`src/rtl/test_status_device_sync_fifo.sv`:
```
// Single-clock FIFO with occupancy count; DEPTH must be a power of two (>= 2).
module sync_fifo #(
  parameter int unsigned WIDTH = 8,
  parameter int unsigned DEPTH = 8
) (
  input  logic                       clk,
  input  logic                       rst,
  input  logic                       push_i,
  input  logic [WIDTH-1:0]           wdata_i,
  input  logic                       pop_i,
  output logic [WIDTH-1:0]           rdata_o,
  output logic                       full_o,
  output logic                       empty_o,
  output logic [$clog2(DEPTH):0]     count_o
);

  localparam int unsigned PtrW = $clog2(DEPTH);
  localparam int unsigned CntW = PtrW + 1;

  logic [WIDTH-1:0] mem_q [DEPTH];
  logic [PtrW-1:0]  wr_ptr_q, wr_ptr_d;
  logic [PtrW-1:0]  rd_ptr_q, rd_ptr_d;
  logic [CntW-1:0]  count_q, count_d;
  logic             do_push, do_pop;

  assign full_o  = (count_q == CntW'(DEPTH));
  assign empty_o = (count_q == '0);
  assign count_o = count_q;
  assign rdata_o = mem_q[rd_ptr_q];

  // A push into a full FIFO is dropped even if a pop frees a slot this cycle.
  assign do_push = push_i && !full_o;
  assign do_pop  = pop_i && !empty_o;

  always_comb begin
    wr_ptr_d = wr_ptr_q;
    rd_ptr_d = rd_ptr_q;
    count_d  = count_q;
    if (do_push) wr_ptr_d = wr_ptr_q + 1'b1;
    if (do_pop)  rd_ptr_d = rd_ptr_q + 1'b1;
    case ({do_push, do_pop})
      2'b10:   count_d = count_q + 1'b1;
      2'b01:   count_d = count_q - 1'b1;
      default: count_d = count_q;
    endcase
  end

  always_ff @(posedge clk or posedge rst) begin
    if (rst) begin
      wr_ptr_q <= '0;
      rd_ptr_q <= '0;
      count_q  <= '0;
    end else begin
      wr_ptr_q <= wr_ptr_d;
      rd_ptr_q <= rd_ptr_d;
      count_q  <= count_d;
    end
  end

  always_ff @(posedge clk) begin
    if (do_push) mem_q[wr_ptr_q] <= wdata_i;
  end

endmodule

```
`config.mk`:
```
export PLATFORM = sky130hd
export DESIGN_NAME = sync_fifo
export DESIGN_NICKNAME = d
export VERILOG_FILES = /design/src/rtl/test_status_device_sync_fifo.sv
export SDC_FILE = /design/constraint.sdc
export NUM_CORES = 1
export LEC_CHECK = 0
export CORE_UTILIZATION = 55
export DETAILED_ROUTE_END_ITERATION = 10
export DONT_BUFFER_PORTS = 1
export PLACE_DENSITY = 0.7
export REMOVE_ABC_BUFFERS = 1
export SYNTH_ARGS = -nofsm -noshare
export SYNTH_HDL_FRONTEND = slang
export SYNTH_SLANG_ARGS = --single-unit
```
`constraint.sdc`:
```
create_clock -name clk -period 2.9 [get_ports clk]
set_input_delay 0.435 -clock clk [delete_from_list [all_inputs] [get_ports clk]]
set_output_delay 0.435 -clock clk [all_outputs]
set_load 0.02 [all_outputs]
```
Word-level counts from Yosys, hierarchy flattened

Memories as Yosys holds them, arrays and structs flattened.
Cells that the tools add are included.

$add $sub $neg: 4
Multiply operators: 0
Divide/modulo/power cells: 0
$lt $le $gt $ge: 0
Equality and inequality tests: 3
Shifts and indexed selects: 0
Muxes and demuxes: 3
Bitwise operators: 0
Reductions and logical operators: 6

Operators by type and width:

| cell                  | count |
|---|---|
| $pmux W4 S2           | 1 |
| $add A3 B1 Y3 const B | 2 |
| $add A4 B1 Y4 const B | 1 |
| $eq A4 B4 Y1 const B  | 1 |
| $logic_not A4 Y1      | 1 |
| $sub A4 B1 Y4 const B | 1 |
| $eq A2 B1 Y1 const B  | 1 |
| $eq A2 B2 Y1 const B  | 1 |
| $logic_and A1 B1 Y1   | 2 |
| $logic_not A1 Y1      | 2 |
| $mux W1               | 2 |
| $reduce_bool A2 Y1    | 1 |

Flip-flop bits (word level): 10
Latch bits: 0
Memory bits (writable): 64
ROM bits: 0
Bits of input ports: 12
Word-level logic and storage cells: 20
Memories: 1

Memories:

| memory | depth | width | rd ports | clocked after memory_dff | write ports | line | source |
|---|---|---|---|---|---|---|---|
| mem_q  | 8     | 8     | 1        | 0                        | 1           | 20   | `logic [WIDTH-1:0] mem_q [DEPTH];` |

Longest topological paths before layout

Gate-level depths: netlist of run 1.

Depth in word-level cells: 5
Gate-level depth with buffers: 7

Worst setup path after synthesis of run 1

Ideal clock, no wire load.

Path type: register to register
From: register count_q[0], in the netlist count_o[0]
To: register count_q[3], in the netlist count_o[3]
Arrival time: 2612 ps
Slack: 154 ps
Stages on the path, launching flop included: 8
Path buffers: 0
Cell sequence: dfrtp_1 -> or4b_4 -> nand2_2 -> ha_1 -> ha_1 -> or4b_2 -> o311ai_0 -> o211ai_1

Word-level cells in the longest chain between the ends: 5
Elaborated cells on any way between the ends: 12
Those cells by class: add/sub: 2; eq/ne: 3; mux: 1; reduce/logical: 6

RTL lines:

| element                                           | line   | source |
|---|---|---|
| start, declared                                   | 23     | `logic [CntW-1:0] count_q, count_d;` |
| start signal, assigned                            | 56     | `count_q <= count_d;` |
| $eq A4 B4 Y1 or $logic_not A4 Y1 (tied branches)  | 26, 27 |  |
| $logic_not A1 Y1 (on tied branches)               | 32, 33 |  |
| $logic_and A1 B1 Y1 (on tied branches)            | 32, 33 |  |
| $eq A2 B1 Y1 or $eq A2 B2 Y1 (tied branches)      | 41     | `case ({do_push, do_pop})` |
| $pmux W4 S2 or $reduce_bool A2 Y1 (tied branches) | --     |  |

Parallel ways exist; a longest one is shown, timed or not.
A chain may end at the register's enable or synchronous reset.

Worst setup path after layout of run 1

From: register count_q[0], in the netlist count_o[0]
To: register count_q[3], in the netlist count_o[3]

Word-level cells in the longest chain between the ends: 5
Elaborated cells on any way between the ends: 12
Those cells by class: add/sub: 2; eq/ne: 3; mux: 1; reduce/logical: 6

RTL lines:

| element                                           | line | source |
|---|---|---|
| $logic_not A4 Y1 *                                | 27   | `assign empty_o = (count_q == '0);` |
| $logic_not A1 Y1 *                                | 33   | `assign do_pop = pop_i && !empty_o;` |
| $logic_and A1 B1 Y1 *                             | 33   |  |
| via do_pop                                        | 24   | `logic do_push, do_pop;` |
| $eq A2 B1 Y1 or $eq A2 B2 Y1 (tied branches)      | 41   |  |
| $pmux W4 S2 or $reduce_bool A2 Y1 (tied branches) | --   |  |

Mark *: on every way through the listed nets, which the timed path passes. The rest lies on a longest branch.

==> reports/qor.yml, run 1 <==
drt:
  vias: 1532
  viasPerCell: 5.94
  drt_wl_total_um: 5410
  drt_iter0_markers: 92
  ant_nets: 0
  routedWlPerCell_um: 21.0
  detail_route.first_pass.iterations: 4
  route.detailed.drc: 0
synthesis:
  ys_seq_elements: 74
  ys_seq_area_frac: 0.693
  synth.distinct_cells: 33
  syn_avg_cell_area_um2: 19.5
  async_flop_share: 0.135
  synthCells: 161
  yosysWarnings: 0
  synth_top_cells_by_area: "edfxtp_1 (61%), mux4_1 (13%), dfrtp_1 (8.0%)"
  yosysTopAreaCell: "edfxtp_1"
  synth_edf_count: 64
  synthDominantCellAreaShare: 0.613
  synthFlopType: "edfxtp_1"
  synthesis.area_um2: 3140
placed_design:
  io_buffer_count: 0
  gp_congestion: 0.716
  dp_cells: 242
  place_hpwl_um: 3580
layout:
  area_growth_pct: 12.1
  nNetsFinal: 200
  layout_common_cells: "edfxtp_1 (64), mux4_1 (16), buf_4 (15)"
  final_common_cell: "edfxtp_1"
  n_antenna_cell: 0
  final_cells: 258
  drive_above_1_share: 0.237
  fin_util: 0.638
floorplan:
  dieArea_um2: 6010
  rows: 27
  core_um2: 5510
  die_height_um: 77.5
  ioPinCount: 26
  initial_utilization: 0.569
  die_x_um: 77.5
timing:
  slew_headroom: 0.401
  worstMarginPinSlew_ns: 0.892
  rsz0062_at_grt: "no"
  setup_total_negative_slack_ns: 0
  clock_skew_ns: 0.00994
  fin_crit_sh: 0.929
  fin_crit_ns: 2.69
  slew_violations: 0
  hold_viol_final: 0
  clock.fmax_ghz: 0.371
  setup_viol: 0
global_routing:
  antenna_found_initial: 0
  grt_max_degree: 19
  track_usage: 0.201
  grt_first_pass_wirelength_um: 8350
  grt.overflow.total: 0
  grt_pass1_vias: 1571
critical_path:
  critPathRequiredTime_ns: 3.11
  critPathKind: "flip-flop to flip-flop"
  endpoint_kind: "flip-flop"
  worst-path-max-fanout: 5
  worstSetupStartpointType: "flip-flop"
  arrival_ns: 2.91
clock_tree:
  cts_num_sinks: 74
  cts_tree: "built"
  cts_made_buffers: 9
  htree_levels: 3
  cts_resized: 0
  root_buffer: "clkbuf_8"
  clk_latency_ns: 0.34
  clkTransAtPathRegs_ns: 0.08
  cts_max_path_buffers: 2
pwr:
  powerDensity_nw_per_um2: 1010
  ir_drop_mv: 0.618
  leakage_uw: 0.00126
hold_path:
  hold_path_class: "input pin to flip-flop"
job:
  maxCapViolations: 0
run_status:
  outcome: "finished, final reports clean"
[state kept, by name (all words and copies together), names as in the netlist]
signal,count
count_o,4
mem_q,64
rd_ptr_q,3
wr_ptr_q,3
[area by class of cell]
class / instances / area [µm²]
sequential: 74 / 2170
tap: 72 / 90.1
inverter: 7 / 26.3
fill: 378 / 1990
multi-input combinational: 74 / 888
clock buffer: 9 / 124
timing repair buffer: 16 / 123
clock inverter: 6 / 90.1
[cell families (layout without fill, tap and decap cells)]
kind of cell | count (synthesis) | count (layout) | synth area share
mux | 27 | 27 | 0.173
fa+ha+maj | 6 | 6 | 0.0263
buf+inv | 13 | 38 | 0.0239
flops | 74 | 74 | 0.693
xor+xnor | 6 | 6 | 0.0168
compound gates | 7 | 7 | 0.0188
simple gates | 28 | 28 | 0.0483
[Yosys cell counts, drive strengths merged (3+ instances only)]
cell	count
buf	5
mux2	10
nand3	3
ha	5
xnor2	5
nor2	7
mux4	16
inv	7
edfxtp	64
dfrtp	10
nand2	7
[report_power, final]
part	switching (µW)	total (µW)	internal (µW)	leakage (µW)
Combinational	619	1150	535	0.000453
Clock	378	860	482	0.000106
Sequential	166	1540	1370	0.000700
[worst max-delay path, stage by stage, from the launching register on]
cell and delay, ns:
dfrtp_1 0.41, o41ai_2 0.50, inv_1 0.17, ha_1 0.24, ha_1 0.35, or4b_2 0.61
o311ai_0 0.15, o211ai_1 0.13
[worst paths after layout]
| kind | startpoint | end | slack (ns) | depth (start not counted) |
|---|---|---|---|---|
| min | wdata_i[1] | mem_q[2][1]$_DFFE_PP_ | 0.18 | 0 |
| min reg2reg | wr_ptr_q[0]$_DFFE_PP0P_ | wr_ptr_q[0]$_DFFE_PP0P_ | 0.54 | 1 |
| max in group asynchronous | rst | wr_ptr_q[1]$_DFFE_PP0P_ | 2.10 | 2 |
| max reg2reg | count_o[0]$_DFFE_PP0P_ | count_o[3]$_DFFE_PP0P_ | 0.21 | 7 |
| min in group asynchronous | rst | count_o[0]$_DFFE_PP0P_ | 0.51 | 2 |
| max | count_o[0]$_DFFE_PP0P_ | count_o[3]$_DFFE_PP0P_ | 0.21 | 7 |
[layer usage]
| metal | global-route usage | up-vias | share of wire |
|---|---|---|---|
| met2 | 0.329 | 38 | 0.52 |
| met3 | 0.0588 | 11 | 0.060 |
| met4 | 0.125 | 0 | 0.017 |
| met5 | 0 | - | 0 |
| li1 | - | 695 | - |
| met1 | 0.235 | 788 | 0.41 |
[metrics by stage]
| stage | setup slack (ns) | area, µm² | hold slack, ns | total power (µW) |
|---|---|---|---|---|
| after global routing | 0.0566 | 3510 | 0.161 | 3710 |
| after floorplan | 0.154 | 3090 | 0.275 | 2390 |
| after CTS | 0.222 | 3510 | 0.169 | 3580 |
| after global placement | 0.409 | 3290 | 0.313 | 2680 |
| after detailed placement | 0.265 | 3290 | 0.324 | 2720 |
| final | 0.207 | 3510 | 0.180 | 3550 |
[what timing repair did]
action                                  4_1_cts  5_1_grt
hold buffers                                  1        0
hold endpoints to repair                     10        0
setup buffers                                 0        0
endpoints found under the setup margin        0        0
No activity file was read; power rests on OpenSTA's default activity.
==> run 2, diff against run 1 <==
==> constraint.sdc (replaced) <==
create_clock -name clk -period 2.9 [get_ports clk]
set_input_delay 0.87 -clock clk [delete_from_list [all_inputs] [get_ports clk]]
set_output_delay 0.87 -clock clk [all_outputs]
set_load 0.02 [all_outputs]
==> reports/qor.yml, run 2 (same netlist as run 1, synthesis figures left out) <==
drt:
  route.detailed.drc: 0
  top_layer_used: "met4"
  detail_route.first_pass.iterations: 4
  met1Wirelength_um: 2180
  viasPerCell: 5.93
  drt_wl_total_um: 5330
  drt_iter0_markers: 95
  routedWlPerCell_um: 20.6
  ant_nets: 0
  vias: 1536
  wl_met2_um: 2770
  routed-wl-met3_um: 263
layout:
  drive_above_1_share: 0.246
  area_growth_pct: 12.5
  nNetsFinal: 200
  final_common_cell: "edfxtp_1"
  largest_reg_flops: 64
  n_antenna_cell: 0
  final_cells: 259
  layout_common_cells: "edfxtp_1 (64), mux4_1 (16), buf_4 (15)"
  top_register: "mem_q"
clock_tree:
  cts_tree: "built"
  htree_levels: 3
  cts_post_setup_buffers_inserted: 0
  cts_resized: 0
  clkTransAtPathRegs_ns: 0.07
  cts_max_path_buffers: 2
  ctsHoldBuffers: 0
  cts_made_buffers: 9
  cts_num_sinks: 74
  clk_latency_ns: 0.34
  root_buffer: "clkbuf_8"
critical_path:
  reg2reg_from: "count_o[0]$_DFFE_PP0P_"
  r2r_end: "count_o[3]$_DFFE_PP0P_"
  critPathKind: "flip-flop to output pin"
  worstPathCellList: "buf_4 -> mux4_1 -> mux2_2"
  reg2reg_depth: 7
  worstSetupStartpointType: "flip-flop"
  max_stage_delay_ns: 0.60
  endpoint_kind: "output pin"
  arrival_ns: 1.89
  critPathRequiredTime_ns: 2.03
  ff2ff_setup_slack_ns: 0.27
  crit_family: "multiplexers"
  worstSetupPathDepth: 3
  slowest_stage: "mux4_1"
  cp.buffers_inverters: 1
  cp-startpoint: "rd_ptr_q[0]$_DFFE_PP0P_"
  cp-endpoint: "rdata_o[2]"
  worst-path-max-fanout: 18
global_routing:
  grt_max_degree: 19
  track_usage: 0.200
  grt.overflow.total: 0
  grt_pass1_vias: 1588
  grt_first_pass_wirelength_um: 8380
  antenna_found_initial: 0
timing:
  fin_crit_sh: 0.953
  clock_skew_ns: 0.00600
  slew_violations: 0
  slew_headroom: 0.383
  setup_total_negative_slack_ns: 0
  layout_setup_ws_ns: 0.136
  hold_slack_ns: 0.386
  fin_crit_ns: 2.76
  rsz0062_at_grt: "no"
  setup_viol: 0
  clock.fmax_ghz: 0.362
  worstMarginPinSlew_ns: 0.919
  hold_viol_final: 0
pwr:
  leakage_uw: 0.00126
  ir_drop_mv: 0.483
  powerDensity_nw_per_um2: 1020
  p_total_uw: 3580
floorplan:
  initial_utilization: 0.569
  dieArea_um2: 6010
  ioPinCount: 26
  core_um2: 5510
  die_height_um: 77.5
  rows: 27
  die_x_um: 77.5
hold_path:
  hold_path_class: "input pin to async pin"
placed_design:
  post-place-ws_ns: 0.220
  dp_cells: 243
  place_hpwl_um: 3560
  io_buffer_count: 0
  gp_congestion: 0.732
job:
  maxCapViolations: 0
run_status:
  outcome: "finished, final reports clean"
## run 2: worst reg2reg max path, cell delays in order (launching register included)
cell	delay [ns]
dfrtp_1	0.41
or4b_4	0.59
nand2_2	0.13
ha_1	0.19
ha_1	0.30
or4b_2	0.62
o311ai_0	0.13
o211ai_1	0.13
## run 2: metrics by stage
| stage | instance area [µm²] | util |
|---|---|---|
| 2_1_floorplan | 3090 | - |
| 3_3_place_gp | 3310 | 0.601 |
| 3_5_place_dp | 3310 | 0.601 |
| 4_1_cts | 3530 | 0.641 |
| 5_1_grt | 3530 | 0.641 |
| 6_report | 3530 | 0.641 |
## run 2: cell type report
cell class              instances  area (µm²)
flip-flops and latches         74        2170
well taps                      72        90.1
inverters                       7        26.3
repair buffers                 16         133
clock buffers                   9         124
clock inverters                 7        93.8
multi-input cells              74         888
fillers                       378        1980
## run 2: power by group
group          switching (µW)  internal (µW)
sequential                139           1370
combinational             666            561
clock                     364            482
## run 2: worst min path at each step
stage                            start                 endpoint  slack [ns]  cells after the start
3_3_place_gp   wr_ptr_q[0]$_DFFE_PP0P_  wr_ptr_q[0]$_DFFE_PP0P_        0.50                      1
2_1_floorplan  wr_ptr_q[0]$_DFFE_PP0P_  wr_ptr_q[0]$_DFFE_PP0P_        0.48                      1
5_1_grt                            rst  wr_ptr_q[1]$_DFFE_PP0P_        0.40                      1
6_report                           rst   count_o[3]$_DFFE_PP0P_        0.39                      1
4_1_cts                            rst   count_o[3]$_DFFE_PP0P_        0.38                      1
3_5_place_dp   wr_ptr_q[0]$_DFFE_PP0P_  wr_ptr_q[0]$_DFFE_PP0P_        0.52                      1
## run 2: per-layer routing
metal / up-vias / track usage
met2: 43 / 0.337
met5: - / 0
li1: 701 / -
met1: 780 / 0.231
met4: 0 / 0.0925
met3: 12 / 0.0659
==> run 3, diff against run 2 <==
--- a/config.mk
+++ b/config.mk
@@ -5,6 +5,7 @@
 export SDC_FILE = /design/constraint.sdc
 export NUM_CORES = 1
 export LEC_CHECK = 0
+export ABC_CLOCK_PERIOD_IN_PS = 2900
 export CORE_UTILIZATION = 55
 export DETAILED_ROUTE_END_ITERATION = 10
 export DONT_BUFFER_PORTS = 1
==> results of run 3 <==
No change in the layout: final DEF, timing and power equal those of run 2.
